$ cat src/rtl/cpu_pkg.sv
// ============================================================================
//  Module      : cpu_pkg
//  Description : Shared constants and fetch-FSM encodings for the 16-bit
//                pipelined CPU.
//  Revision    : 1.0  initial release
// ============================================================================
`default_nettype none

package cpu_pkg;

    // Instruction encodings with fixed meaning in the front end
    localparam logic [15:0] NOP_INSTR  = 16'h0000;
    localparam logic [15:0] HALT_INSTR = 16'hFFFF;

    // Default PC / instruction-address width
    localparam int PC_W_DEF = 16;

    // Fetch FSM state encoding
    typedef logic [1:0] fetch_state_t;
    localparam fetch_state_t ST_RUN  = 2'd0;
    localparam fetch_state_t ST_HOLD = 2'd1;
    localparam fetch_state_t ST_HALT = 2'd2;

endpackage : cpu_pkg

`default_nettype wire

$ cat src/rtl/fetch_ifid.sv
// ============================================================================
//  Module      : fetch_ifid
//  Description : Instruction-fetch stage and IF/ID pipeline register. Owns
//                the PC, issues single-outstanding imem requests, buffers a
//                response that arrives during a stall, and squashes on EX
//                redirects. Stops fetching on the halt encoding.
//  Revision    : 1.0  initial release
// ============================================================================
`default_nettype none

module fetch_ifid #(
    parameter int                 PC_W       = cpu_pkg::PC_W_DEF,
    parameter logic [PC_W-1:0]    RESET_PC   = '0,
    parameter logic [15:0]        HALT_INSTR = cpu_pkg::HALT_INSTR
) (
    input  logic            clk,
    input  logic            reset,       // asynchronous, active-low
    input  logic            stall,
    input  logic            redirect,
    input  logic [PC_W-1:0] redirectPC,
    output logic            imemReq,
    output logic [PC_W-1:0] imemAddr,
    input  logic            imemAck,
    input  logic [15:0]     imemRdata,
    output logic [15:0]     ifidInstr,
    output logic [PC_W-1:0] ifidPC,
    output logic            ifidValid,
    output logic            halted
);

    import cpu_pkg::*;

    // ------------------------------------------------------------------
    // State
    // ------------------------------------------------------------------
    fetch_state_t    r_state;
    logic [PC_W-1:0] r_pc;
    logic [15:0]     r_hold;
    logic            r_hold_valid;
    logic [15:0]     r_ifid_instr;
    logic [PC_W-1:0] r_ifid_pc;
    logic            r_ifid_valid;

    // ------------------------------------------------------------------
    // Combinational helpers
    // ------------------------------------------------------------------
    logic [PC_W-1:0] w_pc_inc;
    logic            w_in_run;
    logic            w_in_hold;
    logic            w_in_halt;
    logic            w_load;        // an instruction enters IF/ID this edge
    logic [15:0]     w_load_instr;  // which instruction that is
    logic            w_capture;     // ack arrives while stalled: park it

    assign w_pc_inc  = r_pc + PC_W'(2);   // wraps naturally at the top
    assign w_in_run  = (r_state == ST_RUN);
    assign w_in_hold = (r_state == ST_HOLD);
    assign w_in_halt = (r_state == ST_HALT);

    // Loads only happen on unstalled, non-redirect edges; HOLD drains the
    // parked word, RUN takes the live response.
    assign w_load       = !redirect && !stall &&
                          ((w_in_run && imemAck) || (w_in_hold && r_hold_valid));
    assign w_load_instr = w_in_hold ? r_hold : imemRdata;
    assign w_capture    = !redirect && stall && w_in_run && imemAck;

    // Requests only go out in RUN; reset low suppresses them immediately.
    assign imemReq   = w_in_run && reset;
    assign imemAddr  = r_pc;
    assign ifidInstr = r_ifid_instr;
    assign ifidPC    = r_ifid_pc;
    assign ifidValid = r_ifid_valid;
    assign halted    = w_in_halt;

    // PC, FSM, hold buffer and IF/ID register; priority reset > redirect > stall > ack
    always_ff @(posedge clk or negedge reset) begin
        if (!reset) begin
            r_state      <= ST_RUN;
            r_pc         <= RESET_PC;
            r_hold       <= NOP_INSTR;
            r_hold_valid <= 1'b0;
            r_ifid_instr <= NOP_INSTR;
            r_ifid_pc    <= '0;
            r_ifid_valid <= 1'b0;
        end else if (redirect) begin
            // Squash everything in flight, including a same-cycle ack
            r_state      <= ST_RUN;
            r_pc         <= redirectPC;
            r_hold_valid <= 1'b0;
            r_ifid_instr <= NOP_INSTR;
            r_ifid_pc    <= '0;
            r_ifid_valid <= 1'b0;
        end else if (!stall) begin
            if (w_load) begin
                r_ifid_instr <= w_load_instr;
                r_ifid_pc    <= r_pc;
                r_ifid_valid <= 1'b1;
                r_pc         <= w_pc_inc;
                r_hold_valid <= 1'b0;
                r_state      <= (w_load_instr == HALT_INSTR) ? ST_HALT : ST_RUN;
            end else begin
                // RUN waiting on memory, or HALT: present a bubble
                r_ifid_instr <= NOP_INSTR;
                r_ifid_pc    <= '0;
                r_ifid_valid <= 1'b0;
            end
        end else if (w_capture) begin
            // IF/ID is frozen; keep the response until the stall clears
            r_hold       <= imemRdata;
            r_hold_valid <= 1'b1;
            r_state      <= ST_HOLD;
        end
    end

endmodule : fetch_ifid

`default_nettype wire

$ cat config.mk
export PLATFORM = sky130hd
export DESIGN_NAME = fetch_ifid
export DESIGN_NICKNAME = d
export VERILOG_FILES = /design/src/rtl/cpu_pkg.sv /design/src/rtl/fetch_ifid.sv
export SDC_FILE = /design/constraint.sdc
export NUM_CORES = 1
export LEC_CHECK = 0
export CORE_MARGIN = 2
export CORE_UTILIZATION = 40
export CTS_CLUSTER_DIAMETER = 120
export DETAILED_ROUTE_END_ITERATION = 8
export HOLD_SLACK_MARGIN = 0.08
export PLACE_DENSITY = 0.69
export SYNTH_ARGS = -nofsm -noshare
export SYNTH_HDL_FRONTEND = slang
export SYNTH_SLANG_ARGS = --single-unit
$ cat constraint.sdc
create_clock -name clk -period 2.2 [get_ports clk]
set_input_delay 0.33 -clock clk [delete_from_list [all_inputs] [get_ports clk]]
set_output_delay 0.33 -clock clk [all_outputs]
set_load 0.01 [all_outputs]
==> impl_metrics.py <==
metrics = {
    "detailed_routing": {
        "drtPass1Iterations": 4,
        "viasPerCell": 5.22,
        "routed-via-count": 2527,
        "routed_wirelength_um": 7640,
        "post_route_drc": 0,
        "drt-wirelength-per-cell_um": 15.8,
        "detail_route.iter0.violations": 79,
        "post_route_ant_nets": 0,
    },
    "global_route": {
        "antenna_found_initial": 0,
        "grt_max_degree": 68,
        "grt_pass1_wl_um": 12600,
        "track_usage": 0.194,
        "residual_overflow_from_global_routing": 0,
        "first_global_vias": 2564,
    },
    "synthesis": {
        "syn_inst": 273,
        "seq_area_frac_synth": 0.560,
        "netlist-cell-type-count": 36,
        "warnings_synthesis": 0,
        "post_synth_instance_area_um2": 3000,
        "ys_ff_latch": 67,
        "largest_cells_by_area_after_synthesis": "sky130_fd_sc_hd__dfrtp_1, sky130_fd_sc_hd__mux2_2, sky130_fd_sc_hd__mux2i_1, sky130_fd_sc_hd__nand2_1, sky130_fd_sc_hd__o21ai_0",
        "post_synthesis_mean_instance_area_um2": 11.0,
        "netlist.area_leader.share": 0.560,
        "synth_top_area_cell": "sky130_fd_sc_hd__dfrtp_1",
        "postSynthNetCount": 311,
    },
    "place": {
        "port-buffer-count": 87,
        "post-dp-hpwl_um": 5510,
        "preCtsSetupSlack_ns": -0.0928,
        "globalplace.congestion": 0.783,
    },
    "clocking": {
        "ctsResizeCount": 0,
        "tritoncts": "built",
        "clkLatencyLatePin_ns": 0.34,
        "clkSlewWorstSetupHoldPaths_ns": 0.08,
        "cts_root_buf": "sky130_fd_sc_hd__clkbuf_8",
        "hold_buffers_post_cts": 0,
        "cts.sinks": 67,
        "cts_made_buffers": 9,
        "number_of_buffers_inserted_by_post_cts_setup_repair": 0,
        "clockBufferDepth": 2,
        "cts.htree.levels": 3,
    },
    "status": {
        "run_status": "completed",
    },
    "setup_path": {
        "critical_path_s_slowest_cell": "sky130_fd_sc_hd__clkdlybuf4s50_1",
        "cp_slowest_stage_delay_ns": 0.54,
        "path_class": "flop to output pin",
        "endpoint_kind_of_the_worst_setup_timing_path": "output pin",
        "arrival_ns": 1.71,
        "setup.worst_path.start": "r_state[1]",
        "crit_path_max_fanout": 6,
        "timing.critical_path.from_type": "flop",
        "regToRegSetupSlack_ns": 0.26,
        "worstPathCellList": "buf_4 -> nor2_1 -> and2_1 -> clkdlybuf4s50_1",
        "r2r_start": "r_state[1]",
        "worst-endpoint-required_ns": 1.87,
    },
    "floorplanning": {
        "pin_count": 88,
        "starting_density_of_the_core": 0.413,
        "design.core.area_um2": 7250,
        "die_y_um": 90.5,
        "standard_cell_row_count": 31,
        "floorplan.die.width_um": 90.5,
        "dieArea_um2": 8200,
    },
    "sta": {
        "hold-worst-slack_ns": 0.196,
        "post-route-min-period_ns": 2.04,
        "timing.final.max_slew_violations": 0,
        "worst_slew_margin_relative_to_its_limit": 0.452,
        "timing.final.hold_violations": 0,
        "layout_setup_ws_ns": 0.156,
        "max_frequency_mhz": 489,
        "clock-skew-final_ns": 0.0125,
        "rsz0062_at_grt": "no",
        "tightestPinTransition_ns": 0.821,
        "timing.final.setup_violations": 0,
        "post-route-period-util": 0.929,
    },
    "finish": {
        "multi_input_area_um2": 1250,
        "areaGrowthSynthToFinish_pct": 45.2,
        "antenna_cells_inserted": 0,
        "final_net_count": 418,
        "register_area_um2": 1680,
        "share_of_final_layout_standard_cells_stronger_than_drive_strength_1": 0.156,
        "layout_common_cells": "sky130_fd_sc_hd__clkdlybuf4s50_1, sky130_fd_sc_hd__dfrtp_1, sky130_fd_sc_hd__nand2_1",
        "final_common_cell": "sky130_fd_sc_hd__clkdlybuf4s50_1",
        "fill_cells": 620,
    },
    "pwr": {
        "power_frac_clock": 0.390,
        "cellPowerDensity_nw_per_um2": 748,
        "switching_share": 0.250,
        "static-leakage-power_nw": 1.89,
        "power.internal_w": 0.00244,
        "worst_ir_drop_vdd_uv": 492,
        "share_seq_of_total_power": 0.446,
        "power.switching_w": 0.000814,
        "pwr-share-comb": 0.164,
    },
    "worst_hold_path": {
        "holdCritPathClass": "input port to asynchronous set/reset pin",
    },
    "job": {
        "drv_cap": 0,
    },
}
==> power by group through the flow <==
stage / sequential [W] / clock (W) / combinational, W
after floorplan: 0.00149 / 0 / 0.000204
after global placement: 0.00147 / 0 / 0.000530
after detailed placement: 0.00147 / 0 / 0.000537
after CTS: 0.00145 / 0.00128 / 0.000540
after global routing: 0.00147 / 0.00134 / 0.000582
final: 0.00145 / 0.00127 / 0.000533
==> final timing paths <==
check                                to  cells after the start
max                             imemReq                      4
min                           r_hold[7]                      2
min in group clk           ifidInstr[1]                      2
min reg2reg                ifidInstr[1]                      2
max in group asynchronous    r_state[0]                      2
max reg2reg                imemAddr[12]                      4
==> through the flow <==
step / instance area, um2 / TNS, ns / instances / utilization / power, W
after global placement: 4100 / -0.0690 / 468 / 0.565 / 0.00200
after detailed placement: 4100 / -0.183 / 468 / 0.565 / 0.00201
after floorplan: 3000 / 0 / 273 / - / 0.00169
after CTS: 4350 / 0 / 484 / 0.600 / 0.00327
after global routing: 4350 / 0 / 484 / 0.600 / 0.00339
final: 4350 / 0 / 484 / 0.600 / 0.00325
==> synth_stat cells <==
cell type / number
sky130_fd_sc_hd__mux2_2: 17
sky130_fd_sc_hd__nor4_1: 5
sky130_fd_sc_hd__inv_1: 4
sky130_fd_sc_hd__buf_2: 1
sky130_fd_sc_hd__xor2_1: 2
sky130_fd_sc_hd__mux2i_1: 16
sky130_fd_sc_hd__o41ai_1: 1
sky130_fd_sc_hd__or4_1: 5
sky130_fd_sc_hd__nor2_1: 14
sky130_fd_sc_hd__buf_6: 1
sky130_fd_sc_hd__a31oi_1: 7
sky130_fd_sc_hd__or2_1: 1
sky130_fd_sc_hd__o31ai_1: 3
sky130_fd_sc_hd__a21boi_0: 1
sky130_fd_sc_hd__and2_1: 1
sky130_fd_sc_hd__o21ai_0: 27
sky130_fd_sc_hd__and3_1: 1
sky130_fd_sc_hd__dfrtp_1: 67
sky130_fd_sc_hd__nand3_1: 7
sky130_fd_sc_hd__nand4b_1: 1
sky130_fd_sc_hd__a22oi_1: 1
sky130_fd_sc_hd__nor2b_1: 1
sky130_fd_sc_hd__a22o_1: 15
sky130_fd_sc_hd__a21oi_1: 1
sky130_fd_sc_hd__ha_1: 1
sky130_fd_sc_hd__nand4_1: 7
sky130_fd_sc_hd__or3_1: 5
sky130_fd_sc_hd__clkbuf_1: 11
sky130_fd_sc_hd__or3_4: 1
sky130_fd_sc_hd__xnor2_1: 5
sky130_fd_sc_hd__or4_4: 1
sky130_fd_sc_hd__nor3_1: 3
sky130_fd_sc_hd__o211ai_1: 1
sky130_fd_sc_hd__nand2_1: 36
sky130_fd_sc_hd__nand3b_1: 1
sky130_fd_sc_hd__nand2b_1: 1
==> flip-flops by register name, summed over array words and instances, names as in the netlist <==
name and count:
r_hold 16, ifidInstr 16, ifidValid 1, imemAddr 16, r_state 2, ifidPC 16
==> cells by family (layout without fill, tap and decap cells) <==
| logic type | after synthesis | after routing | synth area share |
|---|---|---|---|
| AO/OA/AOI/OAI | 57 | 57 | 0.123 |
| XOR/XNOR | 7 | 7 | 0.0205 |
| adder cells (fa/ha/maj) | 1 | 1 | 0.00418 |
| buffers and inverters | 17 | 129 | 0.0242 |
| flip-flops | 67 | 67 | 0.560 |
| multiplexers | 33 | 33 | 0.117 |
| AND/OR/NAND/NOR | 91 | 91 | 0.151 |
==> cell type report <==
cell class                      instances  share of cell area
Clock buffer                           10              0.0316
Clock inverter                          6              0.0259
Inverter                                4             0.00345
Multi-Input combinational cell        189               0.288
Sequential cell                        67               0.385
Tap cell                               99              0.0285
Timing Repair Buffer                  109               0.237
==> worst max-delay path, delay by kind of cell (launching register included) <==
family	cells	cell delay, ns
flops	1	0.40
simple gates	2	0.28
buf+inv	2	0.70
==> layer usage <==
metal	track usage	routed length, um	vias to the layer above
met5	0	0	-
met4	0.0808	132	0
met3	0.0334	258	10
met2	0.310	3810	52
met1	0.261	3440	1256
li1	-	-	1209
(Power assumes the default switching activity.)
